`src/rtl/mouse_position_tracker.sv`:
```
// mouse_position_tracker: assembles 3-byte PS/2 movement packets and tracks a
// clamped absolute cursor position plus button state for the pixel drawer.
module mouse_position_tracker #(
    parameter int unsigned COLUMNS        = 640,
    parameter int unsigned ROWS           = 480,
    parameter int unsigned X_INIT         = COLUMNS / 2,
    parameter int unsigned Y_INIT         = ROWS / 2,
    parameter int unsigned TIMEOUT_CYCLES = 2000000
) (
    input  logic                        clk_i,
    input  logic                        reset_i,
    input  logic [7:0]                  rx_data_i,
    input  logic                        rx_done_tick_i,
    output logic [$clog2(COLUMNS)-1:0]  mouse_x_position_o,
    output logic [$clog2(ROWS)-1:0]     mouse_y_position_o,
    output logic                        left_button_o,
    output logic                        right_button_o,
    output logic                        draw_en_o,
    output logic                        packet_done_tick_o
);

    localparam int unsigned XW = $clog2(COLUMNS);
    localparam int unsigned YW = $clog2(ROWS);
    localparam int unsigned PW = (XW > YW) ? XW : YW;
    // Wide enough for position +/- 256 without wrap, never narrower than the delta.
    localparam int unsigned AW = ((PW > 8) ? PW : 8) + 2;
    localparam int unsigned TW = (TIMEOUT_CYCLES > 2) ? $clog2(TIMEOUT_CYCLES) : 1;

    typedef enum logic [1:0] {
        IDLE   = 2'd0,
        BYTE1  = 2'd1,
        BYTE2  = 2'd2,
        UPDATE = 2'd3
    } state_t;

    state_t          state_q;
    logic [7:0]      byte0_q;
    logic [7:0]      byte1_q;
    logic [7:0]      byte2_q;
    logic [TW-1:0]   timeout_q;

    logic signed [8:0]    dx9_c;
    logic signed [8:0]    dy9_c;
    logic signed [AW-1:0] dx_c;
    logic signed [AW-1:0] dy_c;
    logic signed [AW-1:0] x_sum_c;
    logic signed [AW-1:0] y_sum_c;
    logic [XW-1:0]        x_next_c;
    logic [YW-1:0]        y_next_c;
    logic                 byte0_ok_c;
    logic                 timeout_hit_c;

    assign byte0_ok_c    = rx_done_tick_i && rx_data_i[3];
    assign timeout_hit_c = (timeout_q == TW'(TIMEOUT_CYCLES - 1));

    // Signed deltas from the stored packet, accumulated and clamped to the screen.
    always_comb begin
        dx9_c    = $signed({byte0_q[4], byte1_q});
        dy9_c    = $signed({byte0_q[5], byte2_q});
        dx_c     = '0;
        dy_c     = '0;
        if (!byte0_q[6]) begin
            dx_c = AW'(dx9_c);
        end
        if (!byte0_q[7]) begin
            dy_c = AW'(dy9_c);
        end
        // Screen Y grows downward while PS/2 +Y is up.
        x_sum_c  = $signed(AW'(mouse_x_position_o)) + dx_c;
        y_sum_c  = $signed(AW'(mouse_y_position_o)) - dy_c;

        if (x_sum_c[AW-1]) begin
            x_next_c = '0;
        end else if (x_sum_c > $signed(AW'(COLUMNS - 1))) begin
            x_next_c = XW'(COLUMNS - 1);
        end else begin
            x_next_c = XW'(x_sum_c);
        end

        if (y_sum_c[AW-1]) begin
            y_next_c = '0;
        end else if (y_sum_c > $signed(AW'(ROWS - 1))) begin
            y_next_c = YW'(ROWS - 1);
        end else begin
            y_next_c = YW'(y_sum_c);
        end
    end

    // Packet FSM with inter-byte timeout and registered position/button outputs.
    always_ff @(posedge clk_i or posedge reset_i) begin
        if (reset_i) begin
            state_q            <= IDLE;
            byte0_q            <= '0;
            byte1_q            <= '0;
            byte2_q            <= '0;
            timeout_q          <= '0;
            mouse_x_position_o <= XW'(X_INIT);
            mouse_y_position_o <= YW'(Y_INIT);
            left_button_o      <= 1'b0;
            right_button_o     <= 1'b0;
            draw_en_o          <= 1'b0;
            packet_done_tick_o <= 1'b0;
        end else begin
            packet_done_tick_o <= 1'b0;
            case (state_q)
                IDLE: begin
                    timeout_q <= '0;
                    // Bytes without bit 3 set cannot start a packet: resync.
                    if (byte0_ok_c) begin
                        byte0_q <= rx_data_i;
                        state_q <= BYTE1;
                    end
                end
                BYTE1: begin
                    if (rx_done_tick_i) begin
                        byte1_q   <= rx_data_i;
                        timeout_q <= '0;
                        state_q   <= BYTE2;
                    end else if (timeout_hit_c) begin
                        timeout_q <= '0;
                        state_q   <= IDLE;
                    end else begin
                        timeout_q <= timeout_q + TW'(1);
                    end
                end
                BYTE2: begin
                    if (rx_done_tick_i) begin
                        byte2_q   <= rx_data_i;
                        timeout_q <= '0;
                        state_q   <= UPDATE;
                    end else if (timeout_hit_c) begin
                        timeout_q <= '0;
                        state_q   <= IDLE;
                    end else begin
                        timeout_q <= timeout_q + TW'(1);
                    end
                end
                UPDATE: begin
                    timeout_q          <= '0;
                    mouse_x_position_o <= x_next_c;
                    mouse_y_position_o <= y_next_c;
                    left_button_o      <= byte0_q[0];
                    right_button_o     <= byte0_q[1];
                    draw_en_o          <= byte0_q[0];
                    packet_done_tick_o <= 1'b1;
                    // A byte landing here is already the next packet's header candidate.
                    if (byte0_ok_c) begin
                        byte0_q <= rx_data_i;
                        state_q <= BYTE1;
                    end else begin
                        state_q <= IDLE;
                    end
                end
                default: begin
                    state_q <= IDLE;
                end
            endcase
        end
    end

endmodule

```
`config.mk`:
```
export PLATFORM = sky130hd
export DESIGN_NAME = mouse_position_tracker
export DESIGN_NICKNAME = d
export VERILOG_FILES = /design/src/rtl/mouse_position_tracker.sv
export SDC_FILE = /design/constraint.sdc
export NUM_CORES = 1
export LEC_CHECK = 0
export CAP_MARGIN = 40
export CELL_PAD_IN_SITES_DETAIL_PLACEMENT = 1
export CELL_PAD_IN_SITES_GLOBAL_PLACEMENT = 1
export CORE_MARGIN = 3
export CORE_UTILIZATION = 41
export CTS_CLUSTER_SIZE = 25
export DETAILED_ROUTE_END_ITERATION = 8
export GPL_ROUTABILITY_DRIVEN = 0
export GPL_TIMING_DRIVEN = 1
export HOLD_SLACK_MARGIN = 0.12
export PLACE_DENSITY = 0.82
export SLEW_MARGIN = 10
export SYNTH_ARGS = -nofsm -noshare
export SYNTH_HDL_FRONTEND = slang
export SYNTH_SLANG_ARGS = --single-unit
```
`constraint.sdc`:
```
create_clock -name clk_i -period 2.53 [get_ports clk_i]
set_input_delay 0.506 -clock clk_i [delete_from_list [all_inputs] [get_ports clk_i]]
set_output_delay 0.506 -clock clk_i [all_outputs]
set_load 0.01 [all_outputs]
```
==> run summary <==
status: complete, but fails checks
violated checks: setup timing
Slew @ Worst Pin: 452 ps
vias in the first global route: 4,208
Top FF cell, synth: dfrtp_1
crit path max fanout: 6
Worst EP arrival: 3310 ps
Reg2Reg Depth: 11
clock latency on the worst-skew pair: 370 ps
Layout Nets: 555
vias per inst: 5.95
CORE AREA: 9460 sq um
grt total ovfl: 0
Final Slew Violations: 0
initial antenna violation count: 0
hold depth: 2
register area share after synthesis: 41.3%
Cell Pwr Density: 1740 nW/um^2
DRT Pass-1 Iters: 4
CTS tree: built
Peak supply drop: 588 uV
Reg-to-Reg Start: byte0_q[7]
Tot Pwr: 0.00984 W
drt drc: 0
Starting Density: 43.1%
diode count: 0
Distinct cells, synth: 55
htree depth: 3
RSZ-0062 raised after global routing: true
hold_buf cts: 0
fraction of registers with async set/reset: 100%
first-pass GRT wire length: 23.1 mm
fin util: 59.6%
CP Data Required Time: 2790 ps
Post-Syn Area: 4080 sq um
critical hold path startpoint: mouse_y_position_o[7]
commonest cells after routing, fill and taps aside: 68 x buf_4, 59 x dfrtp_1, 36 x nor2_1, 33 x clkdlybuf4s50_1, 24 x mux2_2
I/O Buffers: 33
Setup Skew: 5.18 ps
post-layout min period: 3050 ps
final count of negative-setup-slack endpoints: 19
final hold vios: 0
max_slew headroom: 69.8%
post-synth top area cell: dfrtp_1
most common cell after layout, fill and taps aside: buf_4
Achievable Freq: 328 MHz
Sink Count: 67
CP endpoint kind: register
share of cells above drive strength 1: 32.6%
Yosys reg bits: 67
GRT Overall Usage: 26.7%
synth-to-layout area growth: 38.3%
Clock Path Buffers: 2
crit path kind: reg -> reg
final worst slack: -517 ps
FP Rows: 35
Yosys Warn Count: 0
largest net degree at the start of global routing: 68
startpoint types: register
via count: 3,857
dpl hpwl: 8.43 mm
initial drt markers: 198
Leak: 2.41 nW
Total Wirelength: 15.5 mm
Worst-path clk slew: 80 ps
top post-synthesis cells by area: dfrtp_1 37%, ha_1 8.6%, mux2_2 6.6%
flop2flop setup slack: -520 ps
Avg Cell Area, Syn: 10.0 sq um
number of synthesized flops with an enable pin: 0
Die Height: 106 um
Num CTS Buffers: 9
die width: 106 um
Final period util: 120%
Hold WC Path Type: reg -> reg
worst r2r dst: mouse_y_position_o[3]
# IOs: 34
drt wl/cell: 23.9 um
syn_nets: 447
Root Driver: clkbuf_8
Hold Path Sink: mouse_y_position_o[7]
Die Area: 11,200 sq um
area share of the largest cell type after synthesis: 37.5%
Antenna Nets Post-Route: 0
Syn Inst Count: 406
Max Cap Viol: 0
## per-layer routing
layer / vias to the layer above / share of wire, % / GRT usage, %
met3: 67 / 3.7 / 5.57
met4: 0 / 5.1 / 11.5
met5: - / 0 / 0
li1: 1675 / - / -
met1: 1985 / 38 / 29.3
met2: 130 / 53 / 49.2
## per-stage QoR
| step | hold slack [ps] | TNS (ps) | std cells | instance area (sq um) | worst slack [ps] |
|---|---|---|---|---|---|
| finish | 486 | -7120 | 648 | 5640 | -517 |
| CTS | 490 | -3370 | 635 | 5480 | -288 |
| global route | 502 | -9550 | 648 | 5640 | -628 |
| global placement | 459 | -2020 | 607 | 4940 | -202 |
| detailed placement | 479 | -4670 | 607 | 4940 | -349 |
| floorplan | 455 | -443 | 406 | 4120 | -57.0 |
## where the power goes
part | switching [W] | leakage [nW] | total, W | internal [W]
logic | 0.00348 | 1.45 | 0.00675 | 0.00327
clock network | 0.000486 | 0.125 | 0.00124 | 0.000752
registers | 0.000374 | 0.834 | 0.00185 | 0.00147
total | 0.00434 | 2.41 | 0.00984 | 0.00550
## worst max-delay path, stage by stage (launching register included)
cell      delay, ps
dfrtp_2         450
nor2b_1         170
ha_2            230
inv_2            40
fa_2            360
a21o_1          230
a221oi_4        390
nand2b_4        220
a21oi_4          60
o32ai_4         410
nand3_1         130
a22o_1          240
## worst max-delay path by stage
stage	startpoint	end	slack, ps
3_5_place_dp	byte0_q[7]	mouse_y_position_o[0]	-350
4_1_cts	byte0_q[7]	mouse_y_position_o[0]	-290
6_report	byte0_q[7]	mouse_y_position_o[3]	-520
3_3_place_gp	byte0_q[7]	mouse_y_position_o[4]	-200
5_1_grt	byte0_q[7]	mouse_y_position_o[3]	-630
2_1_floorplan	byte0_q[7]	mouse_y_position_o[0]	-60
## registers in the layout (all words and copies together), names as in the netlist
signal	count
mouse_x_position_o	10
state_q	2
draw_en_o	1
byte2_q	8
right_button_o	1
mouse_y_position_o	9
timeout_q	21
byte1_q	8
byte0_q	6
packet_done_tick_o	1
## cells in the mapped netlist (all sizes together) (5+ instances only)
library cell and count:
clkbuf 7, o221a 6, dfrtp 61, xor2 12, nand4 6, a22o 5, o21ai 20, dfstp 6
a21oi 20, nor2 36, nand2 23, a21o 7, inv 26, nand3 17, xnor2 16, ha 28
nor2b 13, mux2 24, nand2b 14
## repair_timing
| item | in CTS | in global routing |
|---|---|---|
| resized for setup | 33 | 11 |
| setup buffers | 12 | 13 |
| pin swaps | 26 | 12 |
| setup endpoints to repair | 19 | 19 |
## area by class of cell
| class | count | area (sq um) |
|---|---|---|
| clock inverters | 7 | 140 |
| repair buffers | 105 | 895 |
| multi-input cells | 305 | 2530 |
| clock buffers | 9 | 124 |
| inverters | 26 | 97.6 |
| well taps | 129 | 161 |
| flip-flops and latches | 67 | 1690 |
| fillers | 1044 | 3820 |
## kinds of logic (layout without fill, tap and decap cells)
group                    Yosys count  in the layout  synth area share (%)
AO/OA/AOI/OAI                     90             90                  16.5
XOR/XNOR                          28             28                  6.02
adder cells (fa/ha/maj)           30             30                  9.58
buffers and inverters             34            147                  3.22
flip-flops                        67             67                  41.3
multiplexers                      24             24                  6.63
AND/OR/NAND/NOR                  133            133                  16.8
Note: power is estimated with default switching activity, not from simulation.
